$ cat src/rtl/vga_pkg.sv
// Shared definitions for the VGA console port: bus address map, STATUS
// register layout, output FSM state type and the STATUS packing helper.
package vga_pkg;

  localparam int unsigned DATA_WIDTH = 16;

  localparam logic [1:0] ADDR_DATA   = 2'd0;
  localparam logic [1:0] ADDR_STATUS = 2'd1;

  // Bit in a STATUS write that clears the sticky overflow flag
  localparam int unsigned CLR_OVF_BIT = 1;

  localparam int unsigned STAT_EMPTY     = 0;
  localparam int unsigned STAT_FULL      = 1;
  localparam int unsigned STAT_OVF       = 2;
  localparam int unsigned STAT_COUNT_LSB = 3;
  localparam int unsigned STAT_COUNT_W   = 5;

  typedef enum logic [1:0] {
    IDLE = 2'd0,
    HOLD = 2'd1,
    GAP  = 2'd2
  } state_t;

  function automatic logic [31:0] pack_status(
    input logic [STAT_COUNT_W-1:0] count,
    input logic                    overflow,
    input logic                    full,
    input logic                    empty
  );
    logic [31:0] s;
    s = '0;
    s[STAT_COUNT_LSB +: STAT_COUNT_W] = count;
    s[STAT_OVF]                       = overflow;
    s[STAT_FULL]                      = full;
    s[STAT_EMPTY]                     = empty;
    return s;
  endfunction

endpackage

$ cat src/rtl/vga_console_port_if.sv
// MMIO bus bundle between the SoC interconnect and the console port.
interface vga_console_port_if;

  logic        bus_sel;
  logic        bus_we;
  logic [1:0]  bus_addr;
  logic [31:0] bus_wdata;
  logic [31:0] bus_rdata;
  logic        bus_ready;

  modport master (
    output bus_sel, bus_we, bus_addr, bus_wdata,
    input  bus_rdata, bus_ready
  );

  modport slave (
    input  bus_sel, bus_we, bus_addr, bus_wdata,
    output bus_rdata, bus_ready
  );

endinterface

$ cat src/rtl/vga_console_port_sync_fifo.sv
// Single-clock circular FIFO. Head word is presented combinationally on
// rdata; push while full and pop while empty are ignored.
module sync_fifo #(
  parameter int unsigned DEPTH      = 16,
  parameter int unsigned DATA_WIDTH = 16
) (
  input  logic                    clk,
  input  logic                    rst,
  input  logic                    push,
  input  logic                    pop,
  input  logic [DATA_WIDTH-1:0]   wdata,
  output logic [DATA_WIDTH-1:0]   rdata,
  output logic                    full,
  output logic                    empty,
  output logic [$clog2(DEPTH):0]  count
);

  localparam int unsigned AW = $clog2(DEPTH);
  localparam int unsigned CW = AW + 1;

  logic [DATA_WIDTH-1:0] mem [DEPTH];
  logic [AW-1:0]         wr_ptr;
  logic [AW-1:0]         rd_ptr;
  logic                  do_push;
  logic                  do_pop;

  // Qualify requests with the current occupancy
  always_comb begin
    full    = (count == CW'(DEPTH));
    empty   = (count == '0);
    do_push = push && !full;
    do_pop  = pop && !empty;
    rdata   = mem[rd_ptr];
  end

  // Storage array; contents need no reset since count gates visibility
  always_ff @(posedge clk) begin
    if (do_push) begin
      mem[wr_ptr] <= wdata;
    end
  end

  // Pointers wrap naturally at DEPTH (power of two); count tracks occupancy
  always_ff @(posedge clk or posedge rst) begin
    if (rst) begin
      wr_ptr <= '0;
      rd_ptr <= '0;
      count  <= '0;
    end else begin
      if (do_push) begin
        wr_ptr <= wr_ptr + 1'b1;
      end
      if (do_pop) begin
        rd_ptr <= rd_ptr + 1'b1;
      end
      case ({do_push, do_pop})
        2'b10:   count <= count + 1'b1;
        2'b01:   count <= count - 1'b1;
        default: count <= count;
      endcase
    end
  end

endmodule

$ cat src/rtl/vga_console_port.sv
// CPU-side console port: buffers character words written over MMIO and
// replays them as paced dataWrite/dataReady strobes for the typewriter.
module vga_console_port #(
  parameter int unsigned DEPTH       = 16,
  parameter int unsigned HOLD_CYCLES = 4,
  parameter int unsigned GAP_CYCLES  = 4,
  parameter int unsigned DATA_WIDTH  = vga_pkg::DATA_WIDTH
) (
  input  logic                  clk_50m,
  input  logic                  rst,
  vga_console_port_if.slave     bus,
  output logic [DATA_WIDTH-1:0] dataWrite,
  output logic                  dataReady
);

  import vga_pkg::*;

  localparam int unsigned CW      = $clog2(DEPTH) + 1;
  localparam int unsigned CNT_MAX = (HOLD_CYCLES > GAP_CYCLES) ? HOLD_CYCLES : GAP_CYCLES;
  localparam int unsigned CNT_W   = $clog2(CNT_MAX) + 1;

  logic                  data_wr;
  logic                  status_wr;
  logic                  status_rd;
  logic                  push;
  logic                  pop;
  logic                  overflow;
  logic                  fifo_full;
  logic                  fifo_empty;
  logic [CW-1:0]         fifo_count;
  logic [DATA_WIDTH-1:0] fifo_head;

  state_t                state;
  state_t                state_n;
  logic [CNT_W-1:0]      cnt;
  logic [CNT_W-1:0]      cnt_n;

  // Bus access decode
  always_comb begin
    data_wr   = bus.bus_sel && bus.bus_we  && (bus.bus_addr == ADDR_DATA);
    status_wr = bus.bus_sel && bus.bus_we  && (bus.bus_addr == ADDR_STATUS);
    status_rd = bus.bus_sel && !bus.bus_we && (bus.bus_addr == ADDR_STATUS);
    push      = data_wr;
  end

  sync_fifo #(
    .DEPTH      (DEPTH),
    .DATA_WIDTH (DATA_WIDTH)
  ) u_fifo (
    .clk   (clk_50m),
    .rst   (rst),
    .push  (push),
    .pop   (pop),
    .wdata (bus.bus_wdata[DATA_WIDTH-1:0]),
    .rdata (fifo_head),
    .full  (fifo_full),
    .empty (fifo_empty),
    .count (fifo_count)
  );

  // Sticky overflow: set by a DATA write that finds the FIFO full (occupancy
  // before any same-cycle pop), cleared by software via STATUS
  always_ff @(posedge clk_50m or posedge rst) begin
    if (rst) begin
      overflow <= 1'b0;
    end else if (status_wr && bus.bus_wdata[CLR_OVF_BIT]) begin
      overflow <= 1'b0;
    end else if (data_wr && fifo_full) begin
      overflow <= 1'b1;
    end
  end

  // Registered ack and read data; every access completes one cycle later
  always_ff @(posedge clk_50m or posedge rst) begin
    if (rst) begin
      bus.bus_ready <= 1'b0;
      bus.bus_rdata <= '0;
    end else begin
      bus.bus_ready <= bus.bus_sel;
      if (status_rd) begin
        bus.bus_rdata <= pack_status(STAT_COUNT_W'(fifo_count), overflow,
                                     fifo_full, fifo_empty);
      end else begin
        bus.bus_rdata <= '0;
      end
    end
  end

  // Output pacing FSM: next state, counter and pop request
  always_comb begin
    state_n = state;
    cnt_n   = cnt;
    pop     = 1'b0;
    case (state)
      IDLE: begin
        if (!fifo_empty) begin
          pop     = 1'b1;
          cnt_n   = '0;
          state_n = HOLD;
        end
      end
      HOLD: begin
        if (cnt == CNT_W'(HOLD_CYCLES - 1)) begin
          cnt_n   = '0;
          state_n = GAP;
        end else begin
          cnt_n = cnt + 1'b1;
        end
      end
      GAP: begin
        if (cnt == CNT_W'(GAP_CYCLES - 1)) begin
          cnt_n   = '0;
          state_n = IDLE;
        end else begin
          cnt_n = cnt + 1'b1;
        end
      end
      default: begin
        cnt_n   = '0;
        state_n = IDLE;
      end
    endcase
  end

  // FSM registers; strobe is registered from the next state so it is
  // glitch-free and rises the cycle after the pop
  always_ff @(posedge clk_50m or posedge rst) begin
    if (rst) begin
      state     <= IDLE;
      cnt       <= '0;
      dataWrite <= '0;
      dataReady <= 1'b0;
    end else begin
      state     <= state_n;
      cnt       <= cnt_n;
      dataReady <= (state_n == HOLD);
      if (pop) begin
        dataWrite <= fifo_head;
      end
    end
  end

endmodule
$ cat src/flat_wrapper.sv
// flat-port wrapper written by rule: the top's interface ports become plain ports
module vga_console_port_flat import vga_pkg::*;
#(
  parameter int unsigned DEPTH       = 16,
  parameter int unsigned HOLD_CYCLES = 4,
  parameter int unsigned GAP_CYCLES  = 4,
  parameter int unsigned DATA_WIDTH  = vga_pkg::DATA_WIDTH
)
  (clk_50m, rst, dataWrite, dataReady, bus_bus_sel, bus_bus_we, bus_bus_addr, bus_bus_wdata, bus_bus_rdata, bus_bus_ready);
  vga_console_port_if bus_i ();
  input  logic clk_50m;
  input  logic rst;
  output logic [DATA_WIDTH-1:0] dataWrite;
  output logic dataReady;
  input wire logic [$bits(bus_i.bus_sel)-1:0] bus_bus_sel;
  input wire logic [$bits(bus_i.bus_we)-1:0] bus_bus_we;
  input wire logic [$bits(bus_i.bus_addr)-1:0] bus_bus_addr;
  input wire logic [$bits(bus_i.bus_wdata)-1:0] bus_bus_wdata;
  output wire logic [$bits(bus_i.bus_rdata)-1:0] bus_bus_rdata;
  output wire logic [$bits(bus_i.bus_ready)-1:0] bus_bus_ready;
  assign bus_i.bus_sel = bus_bus_sel;
  assign bus_i.bus_we = bus_bus_we;
  assign bus_i.bus_addr = bus_bus_addr;
  assign bus_i.bus_wdata = bus_bus_wdata;
  assign bus_bus_rdata = bus_i.bus_rdata;
  assign bus_bus_ready = bus_i.bus_ready;
  vga_console_port #(.DEPTH(DEPTH), .HOLD_CYCLES(HOLD_CYCLES), .GAP_CYCLES(GAP_CYCLES), .DATA_WIDTH(DATA_WIDTH)) u_core (.clk_50m(clk_50m), .rst(rst), .bus(bus_i), .dataWrite(dataWrite), .dataReady(dataReady));
endmodule
$ cat config.mk
export PLATFORM = sky130hd
export DESIGN_NAME = vga_console_port_flat
export DESIGN_NICKNAME = d
export VERILOG_FILES = /design/src/rtl/vga_pkg.sv /design/src/rtl/vga_console_port_if.sv /design/src/rtl/vga_console_port_sync_fifo.sv /design/src/rtl/vga_console_port.sv /design/src/flat_wrapper.sv
export SDC_FILE = /design/constraint.sdc
export NUM_CORES = 1
export LEC_CHECK = 0
export BUFFER_PORTS_ARGS = -buffer_cell sky130_fd_sc_hd__buf_2
export CAP_MARGIN = 40
export CORE_ASPECT_RATIO = 0.6
export CORE_MARGIN = 5
export CORE_UTILIZATION = 54
export CTS_CLUSTER_SIZE = 14
export DETAILED_ROUTE_END_ITERATION = 8
export PLACE_DENSITY = 0.75
export SLEW_MARGIN = 20
export SYNTH_ARGS = -nofsm -noshare
export SYNTH_HDL_FRONTEND = slang
export SYNTH_SLANG_ARGS = --single-unit
$ cat constraint.sdc
create_clock -name clk_50m -period 3.15 [get_ports clk_50m]
set_input_delay 0.4725 -clock clk_50m [delete_from_list [all_inputs] [get_ports clk_50m]]
set_output_delay 0.4725 -clock clk_50m [all_outputs]
set_load 0.1 [all_outputs]
==> results of run 1 <==
-- sequential cells by signal, indices dropped and copies added, names as in the netlist --
name and flops:
u_core.u_fifo.rd_ptr 4, u_core.bus.bus_rdata 8, u_core.u_fifo.count 5, u_core.state 2, u_core.cnt 3, u_core.u_fifo.mem 256
u_core.u_fifo.wr_ptr 4, u_core.dataReady 1, u_core.overflow 1, u_core.bus.bus_ready 1, u_core.dataWrite 16
-- path summary, 6_finish.rpt --
| path | startpoint | to | slack (ns) | cells past startpoint |
|---|---|---|---|---|
| min in group clk_50m | bus_bus_sel | u_core.bus.bus_ready$_DFF_PP0_ | 0.08 | 1 |
| worst min-delay path | rst | u_core.dataWrite[12]$_DFFE_PP0P_ | 0.001 | 2 |
| worst max register to register | u_core.u_fifo.count[0]$_DFFE_PP0P_ | u_core.u_fifo.count[4]$_DFFE_PP0P_ | 0.19 | 10 |
| worst max-delay path | u_core.u_fifo.count[0]$_DFFE_PP0P_ | u_core.u_fifo.count[4]$_DFFE_PP0P_ | 0.19 | 10 |
| worst min register to register | u_core.cnt[0]$_DFFE_PP0P_ | u_core.cnt[0]$_DFFE_PP0P_ | 0.49 | 1 |
| max in group asynchronous | rst | u_core.dataWrite[1]$_DFFE_PP0P_ | 2.35 | 3 |
-- where the power goes --
part / internal [mW] / switching (mW)
clock: 1.68 / 1.37
sequential: 4.61 / 0.397
combinational: 1.66 / 2.60
total: 7.95 / 4.37
-- through the flow --
stage               util, %  TNS [ns]  total power [mW]  hold slack, ns
finish                62.08         0             12.32        0.001218
detailed placement    58.29         0             9.336          0.4813
CTS                   61.98         0             12.39        0.004276
global placement      58.27         0             9.183          0.4647
floorplan                 -    -5.295             8.378          0.4569
global route          62.08         0             12.89         0.02527
-- per-layer routing --
layer / share of wire [%] / up-vias / wire, um
met2: 47 / 231 / 12080
met3: 8.0 / 46 / 2028
li1: - / 2614 / -
met5: 0 / - / 0
met4: 1.9 / 0 / 487
met1: 43 / 3142 / 10880
-- logic make-up (layout without fill, tap and decap cells) --
group	count (synthesis)	in the layout
mux	82	82
other cells	1	24
simple gates	92	92
xor+xnor	12	12
compound gates	54	54
fa+ha+maj	13	13
buf+inv	67	150
flops	301	301
-- cell type report --
cell class	instances	area, um^2	share of cell area [%]
clock inverters	9	46.29	0.3379
inverters	11	43.79	0.3196
flip-flops and latches	301	8818	64.36
multi-input cells	277	3053	22.28
well taps	286	357.8	2.612
repair buffers	89	614.3	4.484
clock buffers	41	768.2	5.607
-- layout by cell type, fill, tap and decap left out, types with 11 or more instances in the layout --
master / n
nor2b_1: 20
a2111oi_0: 15
buf_2: 47
dfrtp_1: 41
mux4_2: 59
mux2_2: 16
ha_1: 12
nand2_1: 11
edfxtp_1: 256
buf_4: 35
conb_1: 24
nor2_1: 21
clkbuf_16: 27
==> summary.md, run 1 <==
| Metric | Value |
|---|---|
| Tot GR Track Use | `19.79%` |
| Area growth, synth to finish | `12.94%` |
| Setup violators final | `0` |
| Top_reg_cell synth | `edfxtp_1` |
| Max_cap viols | `0` |
| Fmax | `337.3 MHz` |
| Clock latency on the worst-skew pair | `0.54 ns` |
| Slew HR | `just under 40%` |
| Share of post-route cells with drive strength above 1 | `31.32%` |
| Core footprint | `0.02207 mm^2` |
| CTS resizes | `0` |
| Total setup buffers inserted after CTS | `0` |
| HPWL Detailed | `around 16000 um` |
| Top-count cell post-synth | `edfxtp_1` |
| Max incr delay on CP | `roughly 0.64 ns` |
| Cell count after synthesis | `622` |
| Synth cell types | `49` |
| CP Buf/Inv Count | `1` |
| Main combinational cell family by area after synthesis | `multiplexers` |
| RSZ-0062 raised after global routing | `no` |
| Antenna Cells | `0` |
| Hold Fails Final Rpt | `0` |
| Met3 GRT Util | `4.496%` |
| Synth Area in Compound Gates | `3.764%` |
| Avg Synthesized Cell Area | `19.50 um^2` |
| Global-route wire length before repair | `38230 um` |
| Crit path max-delay family | `simple AND/OR/NAND/NOR gates` |
| DR pass1 iterations | `5` |
| CTS tree | `done` |
| Synth Area in Simple Gates | `under 10%` |
| Post-synth EDFFs | `approximately 260` |
| Clock Pin Slew Worst Setup and Hold Paths | `0.06 ns` |
| Dominant cell type by area after synthesis | `edfxtp_1` |
| Post-Place Cell Area | `0.01286 mm^2` |
| Vias per cell | `5.950` |
| RD Place Congestion | `0.7382` |
| XOR/XNOR Fraction of Synth Area | `less than 1%` |
| Commonest cells post-synth | `256 x edfxtp_1, 59 x mux4_2, 45 x dfrtp_1` |
| Met1 Use GR | `28.95%` |
| Crit path kind | `reg -> reg` |
| Slowest CP cell | `or4_4` |
| Num Clock Sinks | `around 300` |
| HP Class | `in -> async` |
| Critical-path maximum fanout | `8` |
| Via count | `slightly above 6000` |
| H-tree depth | `1` |
| Mapped cell area | `approximately 0.012 mm^2` |
| CTS buffer count | `27` |
| Share of the synthesized area in the top cell type | `63.37%` |
| Worst vdd ir | `0.5072 mV` |
| Initial DRC count | `between 600 and 700` |
| Starting Density | `54.97%` |
| Vias in the first global route | `6214` |
| Mux cell area share after synthesis | `roughly 14%` |
| Status | `complete, no violations` |
| Post-place setup slack | `between 0.15 and 0.2 ns` |
| DRC violations left | `0` |
| Yosys Warn Count | `0` |
| Slew Limit Fails | `0` |
| Arrival @ worst endpoint | `3.38 ns` |
| Die area | `0.02566 mm^2` |
| Seq/Total Area, Yosys | `72.65%` |
| Cell at the root of the clock tree | `clkbuf_16` |
| Post-route insts no fill | `~1000` |
| Met2 usage | `31.30%` |
| Final wirelength | `25480 um` |
| Largest net degree at the start of global routing | `37` |
| CTS Hold Buffers Added | `0` |
| Nets | `758` |
| Adder-cell share of the synthesized area | `1.341%` |
| Initial antenna violation count | `0` |
| Slew @ Worst Pin | `between 0.9 and 1 ns` |
| Final worst path period need | `just under 3 ns` |
| Synth area leaders | `edfxtp_1 63%, mux4_2 11%, dfrtp_1 9.3%` |
| Chip Width | `203.5 um` |
| IO buf count | `47` |
| Number of synthesized register bits | `~300` |
| Async SR Flop Fraction | `14.95%` |
| Die height | `126.1 um` |
| DRT antenna net count | `0` |
| Clock Tree Buf Depth | `3` |
| Leak pwr | `approximately 4.7 nW` |
| Grt total ovfl | `0` |
| Cell Rows | `42` |
| Fin worst setup slack | `around 0.19 ns` |
| Clock Skew | `0.01946 ns` |
| WL per Instance | `approximately 25 um` |
| IO Count | `88` |
| GR peak layer | `met2` |
| DP Cell Count | `963` |
| Final Cell Area | `~0.014 mm^2` |
| Worst Setup End Kind | `flip-flop` |
| Startpoint Class | `flip-flop` |
| Power density over the cells | `899.0 mW/mm^2` |
| Final Cycle Share | `94.11%` |
| Worst Path Required | `3.57 ns` |
| Worst-path cell chain | `or4_4 -> o21ai_4 -> inv_4 -> ha_2 -> xor2_1 -> ha_1 -> or3b_2 -> o2111ai_1 -> a21oi_1 -> xnor2_1` |
| Fillers | `~1500` |
Power figures use the tool's default switching activity.
==> run 2, diff against run 1 <==
--- a/config.mk
+++ b/config.mk
@@ -16,4 +16,5 @@
 export SLEW_MARGIN = 20
 export SYNTH_ARGS = -nofsm -noshare
 export SYNTH_HDL_FRONTEND = slang
+export SYNTH_HIERARCHICAL = 1
 export SYNTH_SLANG_ARGS = --single-unit
==> summary.md, run 2 <==
| Metric | Value |
|---|---|
| Status | `complete, no violations` |
| Final worst path period need | `2.950 ns (-0.01394 ns)` |
| Worst Setup End Kind | `flip-flop` |
| Worst Path Required | `3.56 ns (about the same)` |
| Synth area leaders | `edfxtp_1 62%, dfrtp_1 9.1%, mux4_2 5.8%` |
| WL per Instance | `23.46 um (-6.6%)` |
| Power density over the cells | `928.1 mW/mm^2 (+3.2%)` |
| Slew HR | `56.99% (+18 points)` |
| Worst r2r path cells | `11 (+1)` |
| Global-route wire length before repair | `39030 um (+2.1%)` |
| Commonest cells post-synth | `256 x edfxtp_1, 65 x mux2i_1, 45 x dfrtp_1` |
| CTS tree | `done` |
| Synth cell types | `51 (+4.1%)` |
| HPWL Detailed | `16590 um (+6.9%)` |
| Final wirelength | `25660 um (+0.74%)` |
| Seq pwr share | `38.1% (-2.5 points)` |
| Share of the synthesized area in the top cell type | `61.84% (-1.5 points)` |
| DRT antenna net count | `0 (unchanged)` |
| Core footprint | `0.02287 mm^2 (+3.6%)` |
| Critical-path maximum fanout | `7 (-1)` |
| Crit path kind | `reg -> reg` |
| IO buf count | `47 (unchanged)` |
| Die area | `0.02625 mm^2 (+2.3%)` |
| TNS Setup | `0 ns (unchanged)` |
| Via count | `6311 (+4.6%)` |
| Num Clock Sinks | `301 (unchanged)` |
| Tot GR Track Use | `19.95% (+0.16 points)` |
| Max_cap viols | `0 (unchanged)` |
| Register area | `0.008817 mm^2 (about the same)` |
| R2R Setup Slk | `0.20 ns (about the same)` |
| Hold WS | `0.08486 ns (+0.08364 ns)` |
| Number of synthesized register bits | `301 (unchanged)` |
| Top_reg_cell synth | `edfxtp_1` |
| Clock latency on the worst-skew pair | `0.52 ns (-0.02 ns)` |
| Logic pwr share | `37.8% (+3.2 points)` |
| RSZ-0062 raised after global routing | `no` |
| IO Count | `88 (unchanged)` |
| Hold Startpoint | `bus_bus_sel` |
| Hold Fails Final Rpt | `0 (unchanged)` |
| Clock Pin Slew Worst Setup and Hold Paths | `0.06 ns (about the same)` |
| Startpoint Class | `flip-flop` |
| Worst Hold Path Cells | `1` |
| Grt total ovfl | `0 (unchanged)` |
| Async SR Flop Fraction | `14.95% (unchanged)` |
| Top-count cell post-synth | `edfxtp_1` |
| Vias in the first global route | `6367 (+2.5%)` |
| Starting Density | `54.36% (-0.60 points)` |
| Mapped cell area | `0.01243 mm^2 (+2.5%)` |
| DR pass1 iterations | `5 (unchanged)` |
| CTS Hold Buffers Added | `1 (+1)` |
| CTS resizes | `0 (unchanged)` |
| Share of post-route cells with drive strength above 1 | `28.24% (-3.1 points)` |
| Clock Skew | `0.01040 ns (-0.009059 ns)` |
| Die height | `127.5 um (+1.1%)` |
| Initial DRC count | `563 (-15%)` |
| HP Class | `in -> reg` |
| Largest Register | `u_core/u_fifo/mem` |
| Final Cell Area | `0.01388 mm^2 (+1.3%)` |
| Total power | `12.88 mW (+4.5%)` |
| Seq/Total Area, Yosys | `70.90% (-1.7 points)` |
| Cell at the root of the clock tree | `clkbuf_16` |
| Commonest non-fill, non-tap cell in the layout | `edfxtp_1` |
| Avg Synthesized Cell Area | `18.44 um^2 (-5.4%)` |
| DRC violations left | `0 (unchanged)` |
| Antenna Cells | `0 (unchanged)` |
| RD Place Congestion | `0.7977 (+8.1%)` |
| Initial antenna violation count | `0 (unchanged)` |
| Largest net degree at the start of global routing | `40 (+8.1%)` |
| Cell count after synthesis | `674 (+8.4%)` |
| Clock Tree Buf Depth | `3 (unchanged)` |
| Vias per cell | `5.769 (-3.0%)` |
| Largest regs | `u_core/u_fifo/mem: 256 flops, u_core/dataWrite: 16 flops, u_core/bus.bus_rdata: 8 flops` |
| Worst Hold End | `u_core/bus.bus_ready$_DFF_PP0_` |
| Switching share of power | `36.31% (+0.86 points)` |
| Max reg flops | `256 (unchanged)` |
| Sw Pwr | `4.676 mW (+7.1%)` |
| Multi-input gate area | `0.003184 mm^2 (+4.3%)` |
| FF-to-FF Start | `u_core/u_fifo/count[0]$_DFFE_PP0P_` |
| Internal cell power | `8.203 mW (+3.1%)` |
| Post-Place Cell Area | `0.01304 mm^2 (+1.3%)` |
| R2R Path End | `u_core/u_fifo/count[4]$_DFFE_PP0P_` |
| CTS buffer count | `27 (unchanged)` |
| Clock power frac | `24.1% (-0.7 points)` |
| Fmax | `338.9 MHz (+0.47%)` |
| Worst vdd ir | `0.4769 mV (-6.0%)` |
| Nets | `814 (+7.4%)` |
| Chip Width | `205.9 um (+1.2%)` |
| Leak pwr | `5.103 nW (+8.3%)` |
| Fillers | `1601 (+6.4%)` |
| Setup violators final | `0 (unchanged)` |
| Total setup buffers inserted after CTS | `0 (unchanged)` |
| Arrival @ worst endpoint | `3.36 ns (-0.02 ns)` |
| Final Cycle Share | `93.67% (-0.44 points)` |
| Area growth, synth to finish | `11.63%` |
| H-tree depth | `1 (unchanged)` |
| Post-synth EDFFs | `256 (unchanged)` |
| Slew @ Worst Pin | `0.6452 ns (-0.2628 ns)` |
| Slew Limit Fails | `0 (unchanged)` |
| Cell Rows | `43 (+2.4%)` |
| Yosys Warn Count | `6 (+6)` |
| Dominant cell type by area after synthesis | `edfxtp_1` |
| Most frequent cells in the layout | `256 x edfxtp_1, 65 x mux2i_1, 47 x buf_2, 45 x buf_4, 44 x dfrtp_1` |
run 2: cell type report:
type | count | share of cell area [%]
flip-flops and latches | 301 | 63.54
multi-input cells | 324 | 22.95
clock buffers | 38 | 5.311
repair buffers | 94 | 4.346
well taps | 315 | 2.840
clock inverters | 9 | 0.6583
inverters | 13 | 0.3517
run 2: metrics by stage:
stage               util, %  setup slack, ns  cells
CTS                   60.68           0.2185   1094
floorplan                 -           0.1326    697
global placement      57.02           0.2662   1046
global route          60.68         0.007203   1094
detailed placement    57.02           0.2343   1046
finish                60.68           0.1995   1094
run 2: worst max-delay path by stage:
stage,start,to
2_1_floorplan,u_core/u_fifo/count[0]$_DFFE_PP0P_,u_core/u_fifo/count[4]$_DFFE_PP0P_
3_3_place_gp,u_core/u_fifo/count[0]$_DFFE_PP0P_,u_core/u_fifo/count[4]$_DFFE_PP0P_
3_5_place_dp,u_core/u_fifo/count[0]$_DFFE_PP0P_,u_core/u_fifo/count[4]$_DFFE_PP0P_
4_1_cts,u_core/u_fifo/count[0]$_DFFE_PP0P_,u_core/u_fifo/count[4]$_DFFE_PP0P_
5_1_grt,u_core/u_fifo/count[0]$_DFFE_PP0P_,u_core/u_fifo/count[4]$_DFFE_PP0P_
6_report,u_core/u_fifo/count[0]$_DFFE_PP0P_,u_core/u_fifo/count[4]$_DFFE_PP0P_
run 2: logic make-up after synthesis:
kind of cell               share of synthesized area [%]
and+or+nand+nor                                    3.563
other                                            0.03017
xor gates and xnor gates                          0.7046
DFF                                                70.90
buffers and inverters                              4.338
AOI/OAI and AO/OA                                  6.019
muxes                                              12.87
adders and majority gates                          1.570
run 2: layer usage:
metal	GRT usage (%)	vias to the layer above	routed length, um
li1	-	2770	-
met1	30.04	3255	11400
met2	30.54	252	11770
met3	4.769	34	2125
met4	3.675	0	361
met5	0	-	0
run 2: power groups by stage:
stage               clock (mW)  sequential [mW]  combinational, mW
floorplan                    0             5.66               3.39
global placement             0             4.96               4.76
detailed placement           0             4.99               4.86
CTS                       3.17             4.91               4.89
global route              3.35             4.95               5.18
finish                    3.10             4.91               4.87
run 2: critical path, cell delays in order (launching register included):
cell	delay, ns
dfrtp_1	0.44
nor4_2	0.35
and2b_1	0.32
nor2b_2	0.08
nor2b_1	0.16
ha_1	0.26
ha_1	0.34
nor2b_1	0.14
o21ai_1	0.17
a21oi_1	0.09
or3b_1	0.36
xnor2_1	0.13
==> run 3, diff against run 2 <==
--- a/config.mk
+++ b/config.mk
@@ -12,6 +12,7 @@
 export CORE_UTILIZATION = 54
 export CTS_CLUSTER_SIZE = 14
 export DETAILED_ROUTE_END_ITERATION = 8
+export HOLD_SLACK_MARGIN = 0.15
 export PLACE_DENSITY = 0.75
 export SLEW_MARGIN = 20
 export SYNTH_ARGS = -nofsm -noshare
==> summary.md, run 3 (synthesis gave the netlist of run 2 again) <==
| Metric | Value |
|---|---|
| Fillers | `1600 (-0.062%)` |
| DRC violations left | `0 (unchanged)` |
| Initial antenna violation count | `0 (unchanged)` |
| Crit path kind | `reg -> reg` |
| Cell at the root of the clock tree | `clkbuf_16` |
| Antenna Cells | `0 (unchanged)` |
| Most frequent cells in the layout | `256 x edfxtp_1, 65 x mux2i_1, 47 x buf_2, 45 x buf_4, 44 x dfrtp_1` |
| Chip Width | `205.9 um (unchanged)` |
| Arrival @ worst endpoint | `3.37 ns (about the same)` |
| Multi-input gate area | `0.003184 mm^2 (unchanged)` |
| Final worst path period need | `2.960 ns (+0.009319 ns)` |
| Slowest CP cell | `dfrtp_1` |
| Worst vdd ir | `0.4763 mV (-0.12%)` |
| Startpoint Class | `flip-flop` |
| H-tree depth | `1 (unchanged)` |
| Via count | `6283 (-0.44%)` |
| Fmax | `337.9 MHz (-0.31%)` |
| Max_cap viols | `0 (unchanged)` |
| TNS Setup | `0 ns (unchanged)` |
| Hold Fails Final Rpt | `0 (unchanged)` |
| Final wirelength | `25610 um (-0.20%)` |
| RD Place Congestion | `0.7977 (unchanged)` |
| Slew @ Worst Pin | `0.6467 ns (+0.001527 ns)` |
| Core footprint | `0.02287 mm^2 (unchanged)` |
| Die height | `127.5 um (unchanged)` |
| Die area | `0.02625 mm^2 (unchanged)` |
| Clock Tree Buf Depth | `3 (unchanged)` |
| CTS buffer count | `27 (unchanged)` |
| Largest Register | `u_core/u_fifo/mem` |
| Worst Path Required | `3.56 ns (about the same)` |
| WL per Instance | `23.39 um (-0.29%)` |
| Tot GR Track Use | `19.95% (unchanged)` |
| IO Count | `88 (unchanged)` |
| DP Cell Count | `1046 (unchanged)` |
| CTS resizes | `0 (unchanged)` |
| Critical-path maximum fanout | `7 (unchanged)` |
| Global-route wire length before repair | `39030 um (unchanged)` |
| DR pass1 iterations | `5 (unchanged)` |
| Vias in the first global route | `6367 (unchanged)` |
| Cell Rows | `43 (unchanged)` |
| Initial DRC count | `642 (+14%)` |
| Num Clock Sinks | `301 (unchanged)` |
| Clock latency on the worst-skew pair | `0.53 ns (about the same)` |
| DRT antenna net count | `0 (unchanged)` |
| Worst-path cell chain | `nor4_2 -> and2b_1 -> nor2b_2 -> nor2b_1 -> ha_1 -> ha_1 -> nor2b_1 -> o21ai_1 -> a21oi_1 -> or3b_1 -> xnor2_1` |
| Power density over the cells | `928.3 mW/mm^2 (about the same)` |
| Final Cycle Share | `93.96% (+0.30 points)` |
| Post-route insts no fill | `1095 (+0.091%)` |
| RSZ-0062 raised after global routing | `no` |
| Setup violators final | `0 (unchanged)` |
| Nets | `815 (+0.12%)` |
| Starting Density | `54.36% (unchanged)` |
| Max incr delay on CP | `0.44 ns (about the same)` |
| Register area | `0.008817 mm^2 (unchanged)` |
| Leak pwr | `5.107 nW (about the same)` |
| Max reg flops | `256 (unchanged)` |
| Largest net degree at the start of global routing | `40 (unchanged)` |
| Slew HR | `56.88% (-0.10 points)` |
| Largest regs | `u_core/u_fifo/mem: 256 flops, u_core/dataWrite: 16 flops, u_core/bus.bus_rdata: 8 flops` |
| Status | `complete, no violations` |
| CTS tree | `done` |
| Clock Pin Slew Worst Setup and Hold Paths | `0.06 ns (about the same)` |
| HPWL Detailed | `16590 um (unchanged)` |
| Area growth, synth to finish | `11.71% (about the same)` |
| Grt total ovfl | `0 (unchanged)` |
| Share of post-route cells with drive strength above 1 | `28.21% (-0.036 points)` |
| Vias per cell | `5.738 (-0.53%)` |
| Commonest non-fill, non-tap cell in the layout | `edfxtp_1` |
| Slew Limit Fails | `0 (unchanged)` |
| Clock Skew | `0.01391 ns (+0.003502 ns)` |
| Worst Setup End Kind | `flip-flop` |
| HP Class | `in -> reg` |
| IO buf count | `47 (unchanged)` |
-- run 3: cell type report --
type / instances / area share, %
clock inverters: 9 / 0.6578
clock buffers: 38 / 5.307
inverters: 13 / 0.3514
multi-input cells: 324 / 22.93
repair buffers: 95 / 4.415
flip-flops and latches: 301 / 63.50
well taps: 315 / 2.838
-- run 3: routing by layer --
layer	routed length (um)	GRT usage, %
met5	0	0
met4	348	3.675
met3	2217	4.769
met2	11820	30.54
met1	11230	30.04
-- run 3: report_power, final --
part	total (mW)	switching [mW]	internal (mW)
Combinational	4.88	3.07	1.81
Clock	3.11	1.32	1.78
Sequential	4.90	0.289	4.61
Total	12.9	4.69	8.20
-- run 3: what timing repair did --
| item | 4_1_cts | 5_1_grt |
|---|---|---|
| hold endpoints to repair | 46 | 0 |
| hold buffers | 2 | 0 |
| setup buffers | 0 | 0 |
-- run 3: per-stage QoR --
| stage | util (%) | power, mW | setup WS, ns | hold slack, ns | instance area, um^2 |
|---|---|---|---|---|---|
| floorplan | - | 9.050 | 0.1326 | 0.3495 | 12520 |
| global placement | 57.02 | 9.717 | 0.2662 | 0.4788 | 13040 |
| detailed placement | 57.02 | 9.848 | 0.2343 | 0.4951 | 13040 |
| CTS | 60.73 | 12.96 | 0.2185 | 0.1692 | 13890 |
| global route | 60.73 | 13.48 | 0.007203 | 0.1859 | 13890 |
| finish | 60.73 | 12.89 | 0.1902 | 0.1846 | 13890 |
-- run 3: path summary, 6_finish.rpt --
path / cells after the start / slack, ns / start / to
worst max-delay path: 11 / 0.19 / u_core/u_fifo/count[0]$_DFFE_PP0P_ / u_core/u_fifo/count[4]$_DFFE_PP0P_
worst min-delay path: 2 / 0.18 / bus_bus_addr[0] / u_core/overflow$_DFFE_PP0P_
worst max register to register: 11 / 0.19 / u_core/u_fifo/count[0]$_DFFE_PP0P_ / u_core/u_fifo/count[4]$_DFFE_PP0P_
worst min register to register: 1 / 0.52 / u_core/dataWrite[1]$_DFFE_PP0P_ / u_core/dataWrite[1]$_DFFE_PP0P_
max in group asynchronous: 3 / 2.18 / rst / u_core/u_fifo/rd_ptr[0]$_DFFE_PP0P_
min in group asynchronous: 3 / 0.56 / rst / u_core/u_fifo/wr_ptr[0]$_DFFE_PP0P_
-- run 3: worst max-delay path: cells and delay by family (launching register included) --
family	cells	cell delay, ns
flops	1	0.44
simple gates	6	1.41
fa+ha+maj	2	0.60
compound gates	2	0.26
xor+xnor	1	0.13
